File: src/rtl/core_pkg.sv
// Shared LSU types: FSM states, RV32I load/store funct3 codes and request legality helpers.
package core_pkg;

  localparam int unsigned XLEN = 32;
  localparam int unsigned BE_W = XLEN / 8;

  typedef enum logic [1:0] {
    IDLE = 2'd0,
    ARB  = 2'd1,
    XFER = 2'd2,
    DONE = 2'd3
  } lsu_state_e;

  localparam logic [2:0] F3_LB  = 3'b000;
  localparam logic [2:0] F3_LH  = 3'b001;
  localparam logic [2:0] F3_LW  = 3'b010;
  localparam logic [2:0] F3_LBU = 3'b100;
  localparam logic [2:0] F3_LHU = 3'b101;
  localparam logic [2:0] F3_SB  = 3'b000;
  localparam logic [2:0] F3_SH  = 3'b001;
  localparam logic [2:0] F3_SW  = 3'b010;

  // Store-side bus payload produced by the lane aligner.
  typedef struct packed {
    logic [BE_W-1:0] be;
    logic [XLEN-1:0] wdata;
  } lsu_st_lane_t;

  function automatic logic f3_legal(input logic we, input logic [2:0] f3);
    if (we) begin
      return (f3 == F3_SB) || (f3 == F3_SH) || (f3 == F3_SW);
    end
    return (f3 == F3_LB) || (f3 == F3_LH) || (f3 == F3_LW) ||
           (f3 == F3_LBU) || (f3 == F3_LHU);
  endfunction

  // funct3[1:0] encodes access size: 00 byte, 01 half, 10 word.
  function automatic logic addr_aligned(input logic [2:0] f3, input logic [1:0] off);
    case (f3[1:0])
      2'b01:   return ~off[0];
      2'b10:   return (off == 2'b00);
      default: return 1'b1;
    endcase
  endfunction

endpackage

File: src/rtl/lsu_align.sv
// Combinational lane logic: store byte enables / replicated write data, and load lane
// selection with sign or zero extension.
module lsu_align
  import core_pkg::*;
(
  input  logic [2:0]      st_funct3_i,
  input  logic [1:0]      st_off_i,
  input  logic [XLEN-1:0] st_wdata_i,
  output lsu_st_lane_t    st_lane_c_o,
  input  logic [2:0]      ld_funct3_i,
  input  logic [1:0]      ld_off_i,
  input  logic [XLEN-1:0] ld_rdata_i,
  output logic [XLEN-1:0] ld_data_c_o
);

  logic [XLEN-1:0] ld_lane;

  // Byte enables shift with the offset; data is replicated so every lane carries it.
  always_comb begin : st_lane_gen
    st_lane_c_o = '0;
    case (st_funct3_i[1:0])
      2'b00: begin
        st_lane_c_o.be    = 4'b0001 << st_off_i;
        st_lane_c_o.wdata = {4{st_wdata_i[7:0]}};
      end
      2'b01: begin
        st_lane_c_o.be    = 4'b0011 << st_off_i;
        st_lane_c_o.wdata = {2{st_wdata_i[15:0]}};
      end
      default: begin
        st_lane_c_o.be    = 4'b1111;
        st_lane_c_o.wdata = st_wdata_i;
      end
    endcase
  end

  assign ld_lane = ld_rdata_i >> {ld_off_i, 3'b000};

  always_comb begin : ld_extend
    ld_data_c_o = ld_lane;
    case (ld_funct3_i)
      F3_LB:   ld_data_c_o = {{24{ld_lane[7]}}, ld_lane[7:0]};
      F3_LH:   ld_data_c_o = {{16{ld_lane[15]}}, ld_lane[15:0]};
      F3_LBU:  ld_data_c_o = {24'd0, ld_lane[7:0]};
      F3_LHU:  ld_data_c_o = {16'd0, ld_lane[15:0]};
      default: ld_data_c_o = ld_lane;
    endcase
  end

endmodule

File: src/rtl/lsu_dmem_if.sv
// Load/store unit: arbitrates for the shared data bus, performs one aligned transfer per
// core memory op, stalls the core meanwhile and returns extended load data.
module lsu_dmem_if
  import core_pkg::*;
#(
  parameter int unsigned TIMEOUT_CYCLES = 255,
  parameter int unsigned ADDR_W         = 32
) (
  input  logic              clk,
  input  logic              rst_n,
  input  logic              lsu_req,
  input  logic              lsu_we,
  input  logic [2:0]        lsu_funct3,
  input  logic [ADDR_W-1:0] lsu_addr,
  input  logic [XLEN-1:0]   lsu_wdata,
  output logic [XLEN-1:0]   lsu_rdata,
  output logic              lsu_stall,
  output logic              lsu_done,
  output logic              lsu_err,
  output logic              bus_req,
  input  logic              bus_gnt,
  output logic [ADDR_W-1:0] bus_addr,
  output logic              bus_we,
  output logic [BE_W-1:0]   bus_be,
  output logic [XLEN-1:0]   bus_wdata,
  input  logic [XLEN-1:0]   bus_rdata,
  input  logic              bus_ack
);

  localparam int unsigned CNT_W   = (TIMEOUT_CYCLES < 2) ? 1 : $clog2(TIMEOUT_CYCLES + 1);
  localparam int unsigned TO_LAST = (TIMEOUT_CYCLES == 0) ? 0 : TIMEOUT_CYCLES - 1;
  localparam logic        TO_EN   = (TIMEOUT_CYCLES != 0);

  lsu_state_e        state_q, state_d;
  logic [CNT_W-1:0]  cnt_q, cnt_d;
  logic              bus_req_q, bus_req_d;
  logic              bus_we_q, bus_we_d;
  logic [BE_W-1:0]   bus_be_q, bus_be_d;
  logic [ADDR_W-1:0] bus_addr_q, bus_addr_d;
  logic [XLEN-1:0]   bus_wdata_q, bus_wdata_d;
  logic [2:0]        f3_q, f3_d;
  logic [1:0]        off_q, off_d;
  logic [XLEN-1:0]   lsu_rdata_q, lsu_rdata_d;
  logic              lsu_done_q, lsu_done_d;
  logic              lsu_err_q, lsu_err_d;

  lsu_st_lane_t      st_lane;
  logic [XLEN-1:0]   ld_data;
  logic              req_ok;
  logic              to_hit;

  lsu_align u_align (
    .st_funct3_i (lsu_funct3),
    .st_off_i    (lsu_addr[1:0]),
    .st_wdata_i  (lsu_wdata),
    .st_lane_c_o (st_lane),
    .ld_funct3_i (f3_q),
    .ld_off_i    (off_q),
    .ld_rdata_i  (bus_rdata),
    .ld_data_c_o (ld_data)
  );

  assign req_ok = f3_legal(lsu_we, lsu_funct3) && addr_aligned(lsu_funct3, lsu_addr[1:0]);
  assign to_hit = TO_EN && (cnt_q == CNT_W'(TO_LAST));

  // Next-state, bus payload latch and completion pulses.
  always_comb begin : fsm_next
    state_d     = state_q;
    bus_req_d   = bus_req_q;
    bus_we_d    = bus_we_q;
    bus_be_d    = bus_be_q;
    bus_addr_d  = bus_addr_q;
    bus_wdata_d = bus_wdata_q;
    f3_d        = f3_q;
    off_d       = off_q;
    lsu_rdata_d = lsu_rdata_q;
    lsu_done_d  = 1'b0;
    lsu_err_d   = 1'b0;

    case (state_q)
      IDLE: begin
        if (lsu_req) begin
          if (!req_ok) begin
            state_d    = DONE;
            lsu_done_d = 1'b1;
            lsu_err_d  = 1'b1;
          end else begin
            state_d     = ARB;
            bus_req_d   = 1'b1;
            bus_we_d    = lsu_we;
            bus_be_d    = st_lane.be;
            bus_wdata_d = st_lane.wdata;
            bus_addr_d  = {lsu_addr[ADDR_W-1:2], 2'b00};
            f3_d        = lsu_funct3;
            off_d       = lsu_addr[1:0];
          end
        end
      end
      ARB: begin
        // A grant on the final budget cycle still wins over the timeout.
        if (bus_gnt) begin
          state_d = XFER;
        end else if (to_hit) begin
          state_d    = DONE;
          bus_req_d  = 1'b0;
          bus_we_d   = 1'b0;
          bus_be_d   = '0;
          lsu_done_d = 1'b1;
          lsu_err_d  = 1'b1;
        end
      end
      XFER: begin
        if (bus_ack || to_hit) begin
          state_d    = DONE;
          bus_req_d  = 1'b0;
          bus_we_d   = 1'b0;
          bus_be_d   = '0;
          lsu_done_d = 1'b1;
          lsu_err_d  = ~bus_ack;
          if (bus_ack && !bus_we_q) begin
            lsu_rdata_d = ld_data;
          end
        end
      end
      DONE: begin
        state_d = IDLE;
      end
      default: begin
        state_d = IDLE;
      end
    endcase

    cnt_d = (state_d != state_q) ? '0 : cnt_q + CNT_W'(1);
  end

  always_ff @(posedge clk or negedge rst_n) begin : fsm_regs
    if (!rst_n) begin
      state_q     <= IDLE;
      cnt_q       <= '0;
      bus_req_q   <= 1'b0;
      bus_we_q    <= 1'b0;
      bus_be_q    <= '0;
      bus_addr_q  <= '0;
      bus_wdata_q <= '0;
      f3_q        <= '0;
      off_q       <= '0;
      lsu_rdata_q <= '0;
      lsu_done_q  <= 1'b0;
      lsu_err_q   <= 1'b0;
    end else begin
      state_q     <= state_d;
      cnt_q       <= cnt_d;
      bus_req_q   <= bus_req_d;
      bus_we_q    <= bus_we_d;
      bus_be_q    <= bus_be_d;
      bus_addr_q  <= bus_addr_d;
      bus_wdata_q <= bus_wdata_d;
      f3_q        <= f3_d;
      off_q       <= off_d;
      lsu_rdata_q <= lsu_rdata_d;
      lsu_done_q  <= lsu_done_d;
      lsu_err_q   <= lsu_err_d;
    end
  end

  assign lsu_stall = (lsu_req && (state_q == IDLE)) || (state_q == ARB) || (state_q == XFER);

  assign bus_req   = bus_req_q;
  assign bus_we    = bus_we_q;
  assign bus_be    = bus_be_q;
  assign bus_addr  = bus_addr_q;
  assign bus_wdata = bus_wdata_q;
  assign lsu_rdata = lsu_rdata_q;
  assign lsu_done  = lsu_done_q;
  assign lsu_err   = lsu_err_q;

endmodule
File: config.mk
export PLATFORM = sky130hd
export DESIGN_NAME = lsu_dmem_if
export DESIGN_NICKNAME = d
export VERILOG_FILES = /design/src/rtl/core_pkg.sv /design/src/rtl/lsu_align.sv /design/src/rtl/lsu_dmem_if.sv
export SDC_FILE = /design/constraint.sdc
export NUM_CORES = 1
export LEC_CHECK = 0
export ABC_AREA = 1
export CORE_UTILIZATION = 45
export CTS_BUF_LIST = sky130_fd_sc_hd__clkbuf_4 sky130_fd_sc_hd__clkbuf_8
export DETAILED_ROUTE_END_ITERATION = 6
export PLACE_DENSITY = 0.88
export REMOVE_ABC_BUFFERS = 1
export SLEW_MARGIN = 20
export SYNTH_ARGS = -nofsm -noshare
export SYNTH_HDL_FRONTEND = slang
export SYNTH_SLANG_ARGS = --single-unit
File: constraint.sdc
create_clock -name clk -period 2.5 [get_ports clk]
set_clock_uncertainty 0.05 [all_clocks]
set_input_delay 0.5 -clock clk [delete_from_list [all_inputs] [get_ports clk]]
set_output_delay 0.5 -clock clk [all_outputs]
set_load 0.01 [all_outputs]
Yosys cells after proc, flatten, opt, wreduce, memory -nomap -nowiden. Index checks and enable logic that the tools add are counted.

Bits in registers: 117. Output and inout bits: 105. Logic and storage cells: 93. Bits of input ports: 105.

Bitwise gates (word level): 2. Reduce and logical (&&, ||, !) cells: 20. $add $sub $neg: 1. Mux-type cells: 36. Eq/ne operators: 19. Shift operators: 3.

Operators with widths (number): $pmux 32 s4 (1); $pmux 36 s2 (1); $shr 32x5->32 (1); $mux 4 (5); $mux 1 (16); $eq 3x3->1 const B (4); $pmux 1 s3 (4); $pmux 4 s3 (1); $mux 2 (5); $ne 2x2->1 const B (5); $add 8x1->8 const B (1); $eq 8x8->1 const B (1); $mux 8 (1); $pmux 2 s4 (1); $logic_or 1x1->1 (7); $eq 2x2->1 const B (3); $eq 3x1->1 const B (2); $logic_not 2->1 (3); $logic_not 3->1 (2); $reduce_and 3->1 (2); $reduce_and 6->1 (1); $eq 2x1->1 const B (2); $shl 1x2->4 const A (1); $shl 2x2->4 const A (1); 7 further kinds (10).

Longest topological paths before layout.
Word-level depth: 12. Gate-level depth with buffers: 13. Gate-level depth less buffers: 13.

Hierarchy. A second synthesis with hierarchy kept.

Cell total of the unflattened synthesis: 739. Area total of the unflattened synthesis: 6221.0 sq um.

By module, submodules not included: lsu_dmem_if (seq. area each 2927.8 sq um, times used 1, area each 4887.2 sq um, cells an instance 488); lsu_align (seq. area each 0.0 sq um, times used 1, area each 1333.8 sq um, cells an instance 251).

Least setup slack after synthesis. No wires, ideal clock.

Path type: in2reg. Start: input port lsu_funct3[1]. End: register bus_wdata_q[20], in the netlist bus_wdata[20]. Data required time: 2.331 ns. Path buffers: 3. Library setup time: 0.119 ns. Slack: 0.478 ns. Arrival time: 1.853 ns. Stages: 10. Cells stage by stage: clkinv_1 -> ha_1 -> buf_6 -> nor2_4 -> a21oi_4 -> nand2_4 -> nor2_8 -> buf_6 -> buf_6 -> o21a_1.

Longest elaborated chain between the ends: 8. Elaborated cells on any way between the ends: 18. Classes of those cells: eq/ne (6); mux (4); reduce/logical (8).

RTL lines: start: declaration (RTL line lsu_dmem_if.sv:13) `input logic [2:0] lsu_funct3,`; $eq 3x1->1 or $logic_not 3->1 (tied branches) (RTL line core_pkg.sv:31, core_pkg.sv:33); $logic_or 1x1->1 (2 in series) (RTL line core_pkg.sv:31, core_pkg.sv:33); $logic_or 1x1->1 (RTL line core_pkg.sv:33) `return (f3 == F3_LB) || (f3 == F3_LH) || (f3 == F3_LW) ||`; $logic_or 1x1->1 (RTL line core_pkg.sv:34) `(f3 == F3_LBU) || (f3 == F3_LHU);`; $mux 1 (RTL line core_pkg.sv:33); $logic_and 1x1->1 (RTL line lsu_dmem_if.sv:63) `assign req_ok = f3_legal(lsu_we, lsu_funct3) && addr_aligned(lsu_funct3, lsu_addr[1:0]);`; $reduce_and 3->1 (no source line); end signal: assignment (RTL line lsu_dmem_if.sv:157) `bus_wdata_q <= bus_wdata_d;`; end: declaration (RTL line lsu_dmem_if.sv:40) `logic [XLEN-1:0] bus_wdata_q, bus_wdata_d;`.

Parallel ways exist; a longest one is shown, timed or not. The select of a mux whose other input is x is not followed. A chain may end at the register's enable or synchronous reset.

Worst setup path after layout.
Start: register state_q[1]. End: output port lsu_stall.

Longest elaborated chain between the ends: 4. Elaborated cells on any way between the ends: 6. Classes of those cells: eq/ne (2); reduce/logical (4).

RTL lines: start: declaration (RTL line lsu_dmem_if.sv:34) `lsu_state_e state_q, state_d;`; start signal: assignment (RTL line lsu_dmem_if.sv:151) `state_q <= state_d;`; $logic_not 2->1 (RTL line lsu_dmem_if.sv:166) `assign lsu_stall = (lsu_req && (state_q == IDLE)) || (state_q == ARB) || (state_q == XFER);`; $logic_and 1x1->1 (RTL line lsu_dmem_if.sv:166); $logic_or 1x1->1 (RTL line lsu_dmem_if.sv:166); $logic_or 1x1->1 (*) (RTL line lsu_dmem_if.sv:166); end: declaration (RTL line lsu_dmem_if.sv:17) `output logic lsu_stall,`.

Every way passes the cells marked *; elsewhere a longest branch is shown, timed or not.

==> impl_metrics.yaml <==
status:
  status: "completed"
floorplanning:
  rows: 41
  io_pins: 210
  fp.dieW_microns: 117
  die_h_microns: 117
  coreArea_sq_um: 12800
  start_util: 0.466
  die_area_sq_um: 13700
global_routing:
  grt_pass1_wl_mm: 26.2
  grt_use_total: 0.255
  grt_max_degree: 57
  grt_util_met2: 0.422
  grt_remaining_overflow: 0
  grt_pass1_vias: 5353
  grt_antenna_before_repair: 0
  grtUsageMet1: 0.294
  use_met3: 0.105
  top_usage_layer: "met2"
detailed_routing:
  vias_per_cell: 5.07
  ant_nets: 0
  wl_mm: 16.5
  first_iter_violations: 399
  drc: 0
  vias: 5466
  first_pass_iters: 5
  wire_per_inst_microns: 15.3
setup_path:
  r2r_cells: 7
  rr_endpoint: "bus_addr[4]"
  crit_start: "state_q[1]"
  cp-end-kind: "primary output"
  critical_path_required_ns: 1.95
  arrival_ns: 1.76
  cp-start-kind: "register"
  reg2reg_slack_ns: 0.45
  crit_type: "reg -> out"
  crit_fanout: 6
  reg2reg_from: "state_q[1]"
  critPathCapture: "lsu_stall"
min_path:
  min_path_type: "reg -> reg"
  hold_depth: 1
final_layout:
  nFillCells: 935
  layout_commonest_cell: "clkdlybuf4s50_1"
  layout.nets: 1007
  layout_common_cells: "clkdlybuf4s50_1 (205), nand2_1 (149), dfrtp_1 (116), nor2_1 (69), inv_1 (66)"
  utilization: 0.683
  area_growth_pct: 46.6
  drive_gt1_frac: 0.131
clock_network:
  cts_tree: "done"
  htree_levels: 4
  path_clk_slew_ns: 0.06
  clock_sinks: 117
  cts_root_buf: "clkbuf_8"
  cts_buffer_depth: 2
  cts_buffers: 17
  clkLatencyLatePin_ns: 0.44
pwr:
  switchingPower_w: 0.00369
  clkPwrFrac: 0.192
  switching_share: 0.358
  p_seq_frac: 0.324
  ir_worst_vdd_v: 0.000699
  power.density_cell_area_nw_per_um2: 1180
  p_int_w: 0.00662
  p_leak_nw: 3.92
  pwr-share-comb: 0.484
synthesis:
  ys_ff_latch: 117
  avgSynthCellArea_sq_um: 8.86
  synth_cell_types: 37
  seq_area_frac_synth: 0.492
  yosysWarnings: 0
  syn-cell-area_sq_um: 5950
  syn_inst: 672
placed_design:
  post-dp-hpwl_mm: 12.1
  gp_congestion: 0.827
  portBuffers: 207
timing:
  fmax_mhz: 434
  whs_ns: 0.416
  hold_viol_final: 0
  post-route-min-period_ns: 2.31
  period_share: 0.922
  slew_violations: 0
  rsz0062_at_grt: "no"
  setup_viol: 0
job:
  maxCapViolCount: 0
[power groups by stage]
stage          Combinational (W)  Clock (W)  Sequential [W]
6_report                 0.00499    0.00198         0.00334
5_1_grt                  0.00548    0.00211         0.00344
4_1_cts                  0.00500    0.00202         0.00334
3_5_place_dp             0.00497          0         0.00336
3_3_place_gp             0.00486          0         0.00332
2_1_floorplan            0.00202          0         0.00368
[registers in the layout, summed over array words and instances (netlist names)]
name and flops:
cnt_q 8, lsu_rdata 32, state_q 2, bus_we 1, lsu_done 1, lsu_err 1
bus_addr 30, off_q 2, bus_wdata 32, bus_req 1, bus_be 4, f3_q 3
[layout make-up]
class / count / area (sq um) / share of cell area
Clock buffer: 23 / 310 / 0.0356
Inverter: 70 / 263 / 0.0301
Multi-Input combinational cell: 452 / 2530 / 0.290
Timing Repair Buffer: 235 / 2330 / 0.267
Clock inverter: 8 / 145 / 0.0166
Antenna cell: 1 / 2.50 / 0.000287
Sequential cell: 117 / 2930 / 0.336
Tap cell: 172 / 215 / 0.0247
[synthesized netlist by cell type, drive strengths merged]
cell      n  area, sq um
o21ai    79          422
mux2     38          428
a22oi     1         7.51
conb      1         3.75
o21bai   16          120
nand3b    1         7.51
nand3    19          100
buf      27          220
inv      69          259
clkbuf    7         26.3
nor2     71          290
dfrtp   117         2930
xor2      4         35.0
o22ai     1         6.26
nor3      2         10.0
o31ai     3         22.5
nand4     2         12.5
a21oi    23          130
o211ai   12         90.1
o21a     14          105
nand2   152          588
ha        9          113
clkinv    1         3.75
a31oi     1         6.26
xnor2     2         17.5
[worst max-delay path: stages, from the launching register on]
cell	delay [ns]
dfrtp_2	0.45
inv_1	0.13
ha_2	0.24
nand2_1	0.11
nand3_1	0.10
dlygate4sd2_1	0.28
[worst min-delay path by stage]
stage	slack, ns	to	start
after floorplan	0.15	bus_addr[10]	rst_n
after global placement	0.40	cnt_q[0]	cnt_q[0]
after detailed placement	0.41	lsu_err	rst_n
after CTS	0.42	cnt_q[0]	cnt_q[0]
after global routing	0.45	bus_wdata[21]	bus_wdata[21]
final	0.42	cnt_q[0]	cnt_q[0]
[repair_timing]
item                       CTS  global route
gates resized for setup      5             0
setup endpoints to repair    1             0
hold buffers                 1             0
hold endpoints to repair    28             0
setup buffers                0             0
[layer usage]
metal,vias up,wire length [microns]
met5,-,0
met4,0,331
met3,26,1650
met2,243,7940
met1,2584,6580
li1,2613,-
[stage by stage]
step / instances / worst slack (ns) / power, W / setup TNS (ns) / area (sq um)
detailed placement: 1045 / -0.0948 / 0.00833 / -3.94 / 8250
CTS: 1077 / 0.171 / 0.0104 / 0 / 8720
floorplan: 639 / -1.89 / 0.00570 / -55.68 / 5710
global placement: 1045 / -0.0231 / 0.00818 / -0.700 / 8250
finish: 1078 / 0.194 / 0.0103 / 0 / 8720
global route: 1077 / 0.0978 / 0.0110 / 0 / 8720
[kinds of logic after synthesis]
family,count (synthesis),synth area share
and+or+nand+nor,247,0.169
adders and majority gates,9,0.0189
DFF,117,0.492
other,1,0.000630
AOI/OAI and AO/OA,150,0.153
muxes,38,0.0719
buffers and inverters,104,0.0856
xor gates and xnor gates,6,0.00883
Power figures use the tool's default switching activity.
